--- src/rtl/dzcpu_useq.sv ---
// Microcode sequencer for the dzcpu core: owns the uPC and the flow FSM, and decodes
// jumps, micro-calls/returns, memory waits and stalls into ROM address and commit enables.
module dzcpu_useq #(
    parameter int UPC_W       = 8,
    parameter int UOP_W       = 16,
    parameter int CSEL_W      = 2,
    parameter int STACK_DEPTH = 4
) (
    input  logic                   iClock,
    input  logic                   iReset_n,
    input  logic [UOP_W-1:0]       iUop,
    input  logic [UPC_W-1:0]       iDispatchIdx,
    input  logic [UPC_W-1:0]       iExtDispatchIdx,
    input  logic [(2**CSEL_W)-1:0] iCond,
    input  logic                   iMemReady,
    input  logic                   iStall,
    output logic [UPC_W-1:0]       oUpc,
    output logic                   oUopValid,
    output logic                   oPcInc,
    output logic                   oFlowStart,
    output logic                   oFlowDone,
    output logic [1:0]             oError
);

    localparam int SP_W  = $clog2(STACK_DEPTH + 1);
    localparam int IDX_W = (STACK_DEPTH > 1) ? $clog2(STACK_DEPTH) : 1;

    localparam logic [3:0] SEQ_NEXT         = 4'd0;
    localparam logic [3:0] SEQ_EOF          = 4'd1;
    localparam logic [3:0] SEQ_EOF_IF       = 4'd2;
    localparam logic [3:0] SEQ_EOF_IFN      = 4'd3;
    localparam logic [3:0] SEQ_JMP          = 4'd4;
    localparam logic [3:0] SEQ_JMP_IF       = 4'd5;
    localparam logic [3:0] SEQ_CALL         = 4'd6;
    localparam logic [3:0] SEQ_RET          = 4'd7;
    localparam logic [3:0] SEQ_DISPATCH_EXT = 4'd8;
    localparam logic [3:0] SEQ_WAIT         = 4'd9;

    typedef enum logic [2:0] {
        ST_AFTER_RESET = 3'd0,
        ST_START_FLOW  = 3'd1,
        ST_RUN_FLOW    = 3'd2,
        ST_WAIT_MEM    = 3'd3,
        ST_END_FLOW    = 3'd4
    } state_t;

    state_t           state_r;
    state_t           next_state_s;
    logic [UPC_W-1:0] upc_r;
    logic [UPC_W-1:0] next_upc_s;
    logic [UPC_W-1:0] upc_inc_s;
    logic [SP_W-1:0]  sp_r;
    logic [SP_W-1:0]  next_sp_s;
    logic [UPC_W-1:0] stack_r [STACK_DEPTH];
    logic [1:0]       error_r;

    logic [3:0]        seq_s;
    logic              ipc_s;
    logic [CSEL_W-1:0] csel_s;
    logic [UPC_W-1:0]  tgt_s;
    logic              cond_s;
    logic              sp_full_s;
    logic              sp_empty_s;
    logic              push_s;
    logic              set_ovf_s;
    logic              set_unf_s;
    logic              uop_valid_s;
    logic              pc_inc_s;
    logic              flow_start_s;
    logic              flow_done_s;
    logic              unused_uop_s;

    assign seq_s      = iUop[UOP_W-1 -: 4];
    assign ipc_s      = iUop[UOP_W-5];
    assign csel_s     = iUop[UOP_W-6 -: CSEL_W];
    assign tgt_s      = iUop[UPC_W-1:0];
    assign cond_s     = iCond[csel_s];
    assign upc_inc_s  = upc_r + UPC_W'(1);
    assign sp_full_s  = (sp_r == SP_W'(STACK_DEPTH));
    assign sp_empty_s = (sp_r == '0);

    // Spare microinstruction bits between CSEL and TGT carry no sequencer meaning.
    assign unused_uop_s = ^iUop;

    // Next-state, uPC/SP update and commit-enable decode for the current microinstruction.
    always_comb begin
        next_state_s = state_r;
        next_upc_s   = upc_r;
        next_sp_s    = sp_r;
        push_s       = 1'b0;
        set_ovf_s    = 1'b0;
        set_unf_s    = 1'b0;
        uop_valid_s  = 1'b0;
        pc_inc_s     = 1'b0;
        flow_start_s = 1'b0;
        flow_done_s  = 1'b0;
        case (state_r)
            ST_AFTER_RESET: begin
                next_state_s = ST_START_FLOW;
            end
            ST_START_FLOW: begin
                flow_start_s = 1'b1;
                next_upc_s   = iDispatchIdx;
                next_sp_s    = '0;
                next_state_s = ST_RUN_FLOW;
            end
            ST_RUN_FLOW: begin
                if (iStall) begin
                    next_state_s = ST_RUN_FLOW;
                end else begin
                    uop_valid_s = 1'b1;
                    pc_inc_s    = ipc_s;
                    case (seq_s)
                        SEQ_NEXT: next_upc_s = upc_inc_s;
                        SEQ_EOF:  next_state_s = ST_END_FLOW;
                        SEQ_EOF_IF: begin
                            if (cond_s) next_state_s = ST_END_FLOW;
                            else        next_upc_s   = upc_inc_s;
                        end
                        SEQ_EOF_IFN: begin
                            if (!cond_s) next_state_s = ST_END_FLOW;
                            else         next_upc_s   = upc_inc_s;
                        end
                        SEQ_JMP: next_upc_s = tgt_s;
                        SEQ_JMP_IF: begin
                            if (cond_s) next_upc_s = tgt_s;
                            else        next_upc_s = upc_inc_s;
                        end
                        SEQ_CALL: begin
                            // A call into a full stack is flagged and falls through.
                            if (sp_full_s) begin
                                set_ovf_s  = 1'b1;
                                next_upc_s = upc_inc_s;
                            end else begin
                                push_s     = 1'b1;
                                next_sp_s  = sp_r + SP_W'(1);
                                next_upc_s = tgt_s;
                            end
                        end
                        SEQ_RET: begin
                            if (sp_empty_s) begin
                                set_unf_s    = 1'b1;
                                next_state_s = ST_END_FLOW;
                            end else begin
                                next_sp_s  = sp_r - SP_W'(1);
                                next_upc_s = stack_r[IDX_W'(sp_r - SP_W'(1))];
                            end
                        end
                        SEQ_DISPATCH_EXT: next_upc_s = iExtDispatchIdx;
                        SEQ_WAIT: begin
                            if (iMemReady) begin
                                next_upc_s = upc_inc_s;
                            end else begin
                                uop_valid_s  = 1'b0;
                                pc_inc_s     = 1'b0;
                                next_state_s = ST_WAIT_MEM;
                            end
                        end
                        default: next_upc_s = upc_inc_s;
                    endcase
                end
            end
            ST_WAIT_MEM: begin
                if (iMemReady && !iStall) begin
                    uop_valid_s  = 1'b1;
                    pc_inc_s     = ipc_s;
                    next_upc_s   = upc_inc_s;
                    next_state_s = ST_RUN_FLOW;
                end else begin
                    next_state_s = ST_WAIT_MEM;
                end
            end
            ST_END_FLOW: begin
                flow_done_s  = 1'b1;
                next_state_s = ST_START_FLOW;
            end
            default: begin
                next_state_s = ST_AFTER_RESET;
            end
        endcase
    end

    // Flow FSM, uPC, stack pointer and sticky error flags.
    always_ff @(posedge iClock or negedge iReset_n) begin
        if (!iReset_n) begin
            state_r <= ST_AFTER_RESET;
            upc_r   <= '0;
            sp_r    <= '0;
            error_r <= 2'b00;
        end else begin
            state_r <= next_state_s;
            upc_r   <= next_upc_s;
            sp_r    <= next_sp_s;
            error_r <= error_r | {set_unf_s, set_ovf_s};
        end
    end

    // Return-address storage; contents survive flow boundaries, only SP is rewound.
    always_ff @(posedge iClock) begin
        if (push_s) begin
            stack_r[IDX_W'(sp_r)] <= upc_inc_s;
        end
    end

    assign oUpc       = upc_r;
    assign oUopValid  = uop_valid_s;
    assign oPcInc     = pc_inc_s;
    assign oFlowStart = flow_start_s;
    assign oFlowDone  = flow_done_s;
    assign oError     = error_r;

endmodule
--- config.mk ---
export PLATFORM = sky130hd
export DESIGN_NAME = dzcpu_useq
export DESIGN_NICKNAME = d
export VERILOG_FILES = /design/src/rtl/dzcpu_useq.sv
export SDC_FILE = /design/constraint.sdc
export NUM_CORES = 1
export LEC_CHECK = 0
export ABC_CLOCK_PERIOD_IN_PS = 3100
export CORE_MARGIN = 2
export CORE_UTILIZATION = 45
export DETAILED_ROUTE_END_ITERATION = 16
export PLACE_DENSITY = 0.74
export SLEW_MARGIN = 20
export SYNTH_ARGS = -nofsm -noshare
export SYNTH_HDL_FRONTEND = slang
export SYNTH_SLANG_ARGS = --single-unit
--- constraint.sdc ---
create_clock -name iClock -period 3.1 [get_ports iClock]
set_input_delay 0.62 -clock iClock [delete_from_list [all_inputs] [get_ports iClock]]
set_output_delay 0.62 -clock iClock [all_outputs]
set_load 0.05 [all_outputs]
Yosys cells after proc, flatten, opt, wreduce, memory -nomap -nowiden
Memory sizes are Yosys's and may differ from the RTL's.
Index checks and enable logic that the tools add are counted.
- register bits: 16
- bits in writable memories: 32
- word-level logic and storage cells: 99
- memories kept: 1
- input bits: 40
- output and inout bits: 14
- memory list (name ; words ; bits a word ; read ports ; clocked after Yosys merged registers in ; wr ports ; line ; RTL):
    stack_r ; 4 ; 8 ; 1 ; 0 ; 1 ; 54 ; logic [UPC_W-1:0] stack_r [STACK_DEPTH];
- multiplexer cells: 51
- equal/unequal tests: 28
- $add $sub $neg: 3
- reduce and logical (&&, ||, !) cells: 10
- bitwise gates (word level): 1
- order comparisons: 1
- operators by type and width (operator ; count):
    8-bit one-hot mux with 9 select lines ; 1
    8-bit 2-to-1 mux ; 8
    1-bit 2-to-1 mux ; 26
    3-bit 2-to-1 mux ; 8
    8-bit one-hot mux with 3 select lines ; 1
    4-bit by 3-bit equality test with 1-bit output, second input constant ; 4
    4-bit != test, second input constant ; 4
    3-bit != test, second input constant ; 5
    3-bit one-hot mux with 5 select lines ; 1
    3-bit one-hot mux with 2 select lines ; 2
    3-bit one-hot mux with 4 select lines ; 1
    5-bit AND reduction ; 2
    8-bit by 1-bit adder with 8-bit output, second input constant ; 1
    4-bit by 2-bit equality test with 1-bit output, second input constant ; 2
    4-bit equality test, second input constant ; 2
    8-bit AND reduction ; 1
    7-bit by 3-bit != test with 1-bit output, second input constant ; 1
    3-bit by 2-bit equality test with 1-bit output, second input constant ; 2
    3-bit equality test, second input constant ; 2
    3-bit logical NOT ; 2
    2-bit != test, second input constant ; 3
    4-bit by 1-bit equality test with 1-bit output, second input constant ; 1
    1-bit one-hot mux with 2 select lines ; 2
    3-bit by 1-bit adder with 3-bit output, second input constant ; 1
    11 further kinds ; 11

Longest topological paths before layout
Gate-level depths: netlist of the first run.
- word-level depth: 7
- mapped depth: 9
- depth with buffers taken out: 7

Least setup slack after synthesis of the first run
Ideal clock, no wire load.
- path type: in2out
- start point: in iUop[13]
- end point: out oPcInc
- stages: 6
- arrival time: 2.857 ns
- required time: 2.480 ns
- buffers on the path: 1
- path slack: -0.377 ns
- cell sequence: clkbuf_1 nor4bb_1 nor2_1 nor2_1 nor3_1 and3_1
- cells in the longest elaborated chain, start to end: 4
- ends and longest elaborated chain (item ; line ; RTL):
    from (decl) ; 11 ; input logic [UOP_W-1:0] iUop,
    4-bit equality test ; 113 ; case (seq_s)
    1-bit 2-to-1 mux ; 113 ;
    1-bit 2-to-1 mux ; 108 ; if (iStall) begin
    1-bit one-hot mux with 2 select lines ; 97 ; case (state_r)
    to (decl) ; 19 ; output logic oPcInc,
Every way passes these cells.

Worst setup path in the final report of the first run
- start point: in iUop[15]
- end point: out oPcInc
The elaborated chain is that of the path after synthesis.

==> results of run 1 <==
kinds of logic after synthesis:
kind of cell / count (synthesis)
buffers and inverters: 16
AO/OA/AOI/OAI: 61
multiplexers: 12
AND/OR/NAND/NOR: 65
flip-flops: 48
XOR/XNOR: 9
adder cells (fa/ha/maj): 6
cells in the mapped netlist (all sizes together) (3+ instances only):
master   n
edfxtp  32
dfrtp   16
o21ai   12
nand3   11
a22o     9
mux4     9
nor2     9
a221oi   7
a22oi    7
and2     7
clkbuf   7
nor2b    7
o221ai   7
xnor2    7
buf      6
ha       6
a21oi    5
nand2b   5
a31oi    4
and3     4
inv      3
mux2i    3
nand2    3
nand3b   3
nor3     3
nor3b    3
per-stage QoR:
stage | hold slack, ps | worst slack (ps)
after detailed placement | 458 | 289
after floorplan | 324 | 89.3
after CTS | 480 | 384
after global placement | 462 | 369
after global routing | 505 | 253
final | 480 | 398
layer usage:
metal	vias to the layer above	global-route usage (%)	wire length, µm
met5	-	0	0
met4	0	6.44	81
met3	7	3.44	397
met2	82	34.4	3210
met1	1025	29.2	2930
li1	987	-	-
state kept, by name, indices dropped and copies added, names as in the netlist:
| name | flops |
|---|---|
| oError | 2 |
| state_r | 3 |
| sp_r | 3 |
| stack_r | 32 |
| oUpc | 8 |
power by group through the flow:
stage / logic, mW / clock network [mW] / registers (mW)
6_report: 1.37 / 0.455 / 0.968
5_1_grt: 1.48 / 0.487 / 0.984
4_1_cts: 1.37 / 0.461 / 0.965
3_5_place_dp: 1.36 / 0 / 0.979
3_3_place_gp: 1.34 / 0 / 0.973
2_1_floorplan: 0.831 / 0 / 1.11
cell usage in the layout, fill, tap and decap left out, drive strengths merged, types with 9 or more instances in the layout:
cell           netlist  routed
nand3               11      11
clkdlybuf4s50        0      50
nor2                 9       9
mux4                 9       9
dfrtp               16      16
edfxtp              32      32
a22o                 9       9
o21ai               12      12
buf                  6      16
critical path: stages:
cell and delay (ps):
clkdlybuf4s50_1 470, nor4bb_1 360, nor2_1 70, nor2_1 120, nor3_2 60, and3_1 200, buf_4 180
cell type report:
cell class	count	area, µm²	area share, %
Clock buffer	5	68.8	1.99
Clock inverter	3	46.3	1.34
Inverter	3	11.3	0.326
Multi-Input combinational cell	153	1250	36.3
Sequential cell	48	1360	39.4
Tap cell	75	93.8	2.72
Timing Repair Buffer	66	621	18.0
final timing paths:
kind	start	end	cells past startpoint
max	iUop[15]	oPcInc	7
min	oError[1]	oError[1]	1
max reg2reg	state_r[0]	stack_r[0][7]	6
min reg2reg	oError[1]	oError[1]	1
max in group asynchronous	iReset_n	oUpc[7]	1
min in group asynchronous	iReset_n	oError[0]	1
==> results.cfg, run 1 <==
[outcome]
status = finished clean

[yosys]
yosys.area.top_type_share_pct = 35.9
mappedNetlistArea_um2 = 2680
synth_top_family_by_area = compound AO/OA/AOI/OAI gates
ys.flop_type = edfxtp_1
yosys.area_share.adder_pct = 2.80
ys_top_cells_by_area = edfxtp_1, dfrtp_1, mux4_2
synth_area_per_cell_um2 = 12.3
muxShareOfSynthArea_pct = 8.69
yosys_warnings = 0
synth-compound-area-share_pct = 16.6
synth_xor_xnor_area_share_pct = 3.22
yosysTopAreaCell = edfxtp_1
yosysUniqueCellTypes = 48
async_reset_ff_share_pct = 33.3
syn_nets = 263
ys_seq_area_share_pct = 50.8
ys_ff_latch = 48
syn_inst = 217
synth-simple-area-share_pct = 14.9
synth-edff-count = 32

[worst_setup_path]
reg2reg_setup_slack_ps = 710
required_ps = 2480
startpoint_type = input pin
worst-setup-path-type = input pin to output pin
crit_fanout = 2
end_kind = output pin
arrival_ps = 2080

[clock_network]
cts_tree = done
clock_sinks = 48
hold_buffers = 0
clockBufferDepth = 2
tritoncts.num_buffers = 5
insertion_delay_ps = 300
ctsResizeCount = 0
h-tree-depth = 2
cts_root_buffer = clkbuf_8
path_clk_slew_ps = 90
postCtsSetupBuffers = 0

[cells_and_area]
fin_nets = 323
fill_cells = 487
antenna_cells = 0
area_growth_pct = 29.0
fin_util_pct = 59.0
instances_no_fill = 353
drive_gt1_share_pct = 13.7
fin_area_um2 = 3450

[floorplan]
io_pins = 54
core-area_um2 = 5850
die_x_um = 81.2
dieArea_um2 = 6590
die_h_um = 81.2
start_util_pct = 45.8
rows = 28

[sta]
rsz0062_at_grt = false
max_freq_mhz = 370
clock-skew-final_ps = 7.24
slew_headroom_pct = 47.3
max_slew.worst_pin.slew_ps = 788
fin_crit_ps = 2700
hold_violations = 0
slew_viol_final = 0
fin_crit_sh_pct = 87.2
setup_viol = 0
tns_ps = 0

[route]
routed-via-count = 2101
drt_iter0_markers = 157
drt-pass1-iter-count = 4
antenna_violating_nets_post_route = 0
viasPerCell = 5.95
route.detailed.drc = 0
wl_um = 6620
wl_per_cell_um = 18.7

[pwr]
pwr-share-seq_pct = 34.6
p_leak_nw = 1.25
power_switching_mw = 1.15
internal_power_mw = 1.65
power_switching_share_pct = 41.1
clkPwrFrac_pct = 16.3
powerDensity_nw_per_um2 = 809
max-vdd-ir-drop_v = 0.000466
p_total_mw = 2.80
p_comb_share_pct = 49.1

[placement]
dpl_cell_area_um2 = 3330
hpwl_um = 4840
globalplace.congestion = 0.816
placed_cells = 345
portBuffers = 52

[global_route]
grt_antenna_before_repair = 0
overflow = 0
gr-usage-all-layers_pct = 21.1
grt_max_degree = 17
grt_pass1_vias = 2032
grt_pass1_wl_um = 10300

[job]
drv_cap = 0

[worst_hold_path]
holdCritPathClass = flip-flop to flip-flop
(Power assumes the default switching activity.)
==> inputs of run 2 (changes only) <==
--- a/config.mk
+++ b/config.mk
@@ -7,10 +7,10 @@
 export LEC_CHECK = 0
 export ABC_CLOCK_PERIOD_IN_PS = 3100
 export CORE_MARGIN = 2
-export CORE_UTILIZATION = 45
+export CORE_UTILIZATION = 30
 export DETAILED_ROUTE_END_ITERATION = 16
-export PLACE_DENSITY = 0.74
-export SLEW_MARGIN = 20
+export PLACE_DENSITY = 0.54
+export SLEW_MARGIN = 40
 export SYNTH_ARGS = -nofsm -noshare
 export SYNTH_HDL_FRONTEND = slang
 export SYNTH_SLANG_ARGS = --single-unit
==> run 2 against run 1 <==
- global-route usage shrank 5.8 points
- final area up 0.65%
- wire length is 8.2% higher
- utilization shrank 19 points
- via count down 1.2%
- clock power is 20% lower
- clock-buffer cell count unchanged
==> results.cfg, run 2 (synthesis gave the netlist of run 1 again) <==
[sta]
tns_ps = 0
hold_violations = 0
rsz0062_at_grt = false
clock-skew-final_ps = 3.63
fin_crit_sh_pct = 89.7
max_slew.worst_pin.slew_ps = 629
setup_viol = 0
fin_crit_ps = 2780
slew_headroom_pct = 57.9
fin_ws_ps = 320
max_freq_mhz = 360
slew_viol_final = 0

[route]
viasPerCell = 5.35
wl_per_cell_um = 18.5
drt-pass1-iter-count = 4
route.detailed.drc = 0
drt_iter0_markers = 84
wl_um = 7160
routed-via-count = 2075
antenna_violating_nets_post_route = 0

[floorplan]
rows = 34
io_pins = 54
core-area_um2 = 8680
start_util_pct = 30.9
die_h_um = 98.5
die_x_um = 98.5
dieArea_um2 = 9700

[cells_and_area]
largest_reg_flops = 32
drive_gt1_share_pct = 14.3
instances_no_fill = 388
area_growth_pct = 29.8
final_common_cell = clkdlybuf4s50_1
largest_register = stack_r
final_cell_mix = clkdlybuf4s50_1, edfxtp_1, buf_4
antenna_cells = 0
fin_nets = 325
fill_cells = 880

[worst_setup_path]
required_ps = 2480
slowest_delay_ps = 480
arrival_ps = 2160
crit_top_cell = nor2_1
end_kind = output pin
path_cells = clkdlybuf4s50_1 -> nor4bb_1 -> nor2_1 -> nor2_1 -> nor3_2 -> and3_1 -> buf_4
worst-setup-path-type = input pin to output pin
crit_path_top_delay_cell = clkdlybuf4s50_1
startpoint_type = input pin
crit_fanout = 2
reg2reg_setup_slack_ps = 690

[clock_network]
h-tree-depth = 2
postCtsSetupBuffers = 0
insertion_delay_ps = 300
path_clk_slew_ps = 90
cts_root_buffer = clkbuf_8
tritoncts.num_buffers = 5
hold_buffers = 0
ctsResizeCount = 0
cts_tree = done
clockBufferDepth = 2
clock_sinks = 48

[job]
drv_cap = 0

[global_route]
overflow = 0
grt_pass1_vias = 2148
grt_max_degree = 17
gr-usage-all-layers_pct = 15.3
grt_pass1_wl_um = 11600
grt_antenna_before_repair = 0

[outcome]
status = finished clean

[placement]
globalplace.congestion = 0.810
placed_cells = 380
place_ws_ps = 312
hpwl_um = 5330
portBuffers = 52

[pwr]
p_leak_nw = 1.26
max-vdd-ir-drop_v = 0.000234
powerDensity_nw_per_um2 = 780
p_total_mw = 2.71

[worst_hold_path]
holdCritPathClass = input pin to async pin
-- run 2: stage by stage --
stage / hold WS, ps / utilization (%) / area [µm²]
2_1_floorplan: 324 / - / 2680
3_3_place_gp: 474 / 39.0 / 3390
3_5_place_dp: 473 / 39.1 / 3400
4_1_cts: 498 / 40.1 / 3480
5_1_grt: 264 / 40.1 / 3480
6_report: 233 / 40.1 / 3480
-- run 2: final timing paths --
kind	start	cells after the start	end
setup / recovery	iUop[15]	7	oPcInc
hold / removal	iReset_n	1	oError[0]
setup reg to reg	state_r[0]	6	stack_r[3][7]
hold reg to reg	oError[0]	1	oError[0]
max in group asynchronous	iReset_n	1	oUpc[3]
min in group iClock	oError[0]	1	oError[0]
-- run 2: layout make-up --
cell class              count  area (µm²)  share of cell area [%]
flip-flops and latches     48        1360                    39.2
multi-input cells         153        1250                    36.0
repair buffers             68         631                    18.1
well taps                 108         135                    3.89
clock buffers               5        68.8                    1.98
clock inverters             3        17.5                   0.504
inverters                   3        11.3                   0.324
-- run 2: worst max-delay path, delay by kind of cell --
family | cells | cell delay [ps]
simple gates | 5 | 890
buf+inv | 2 | 660
-- run 2: layer usage --
metal,wire (µm),global-route usage (%),up-vias
li1,-,-,987
met1,3370,21.0,1023
met2,3280,24.9,58
met3,387,2.84,7
met4,125,4.53,0
met5,0,0,-
-- run 2: power by group --
part / internal, mW / switching, mW / total [mW] / leakage, nW
Combinational: 0.561 / 0.814 / 1.37 / 0.714
Sequential: 0.840 / 0.134 / 0.974 / 0.497
Clock: 0.158 / 0.206 / 0.364 / 0.0460
==> inputs of run 3 (changes only) <==
--- a/config.mk
+++ b/config.mk
@@ -14,3 +14,4 @@
 export SYNTH_ARGS = -nofsm -noshare
 export SYNTH_HDL_FRONTEND = slang
 export SYNTH_SLANG_ARGS = --single-unit
+export TNS_END_PERCENT = 100
==> results of run 3 <==
Final layout, timing and power as in run 2 (identical DEF).
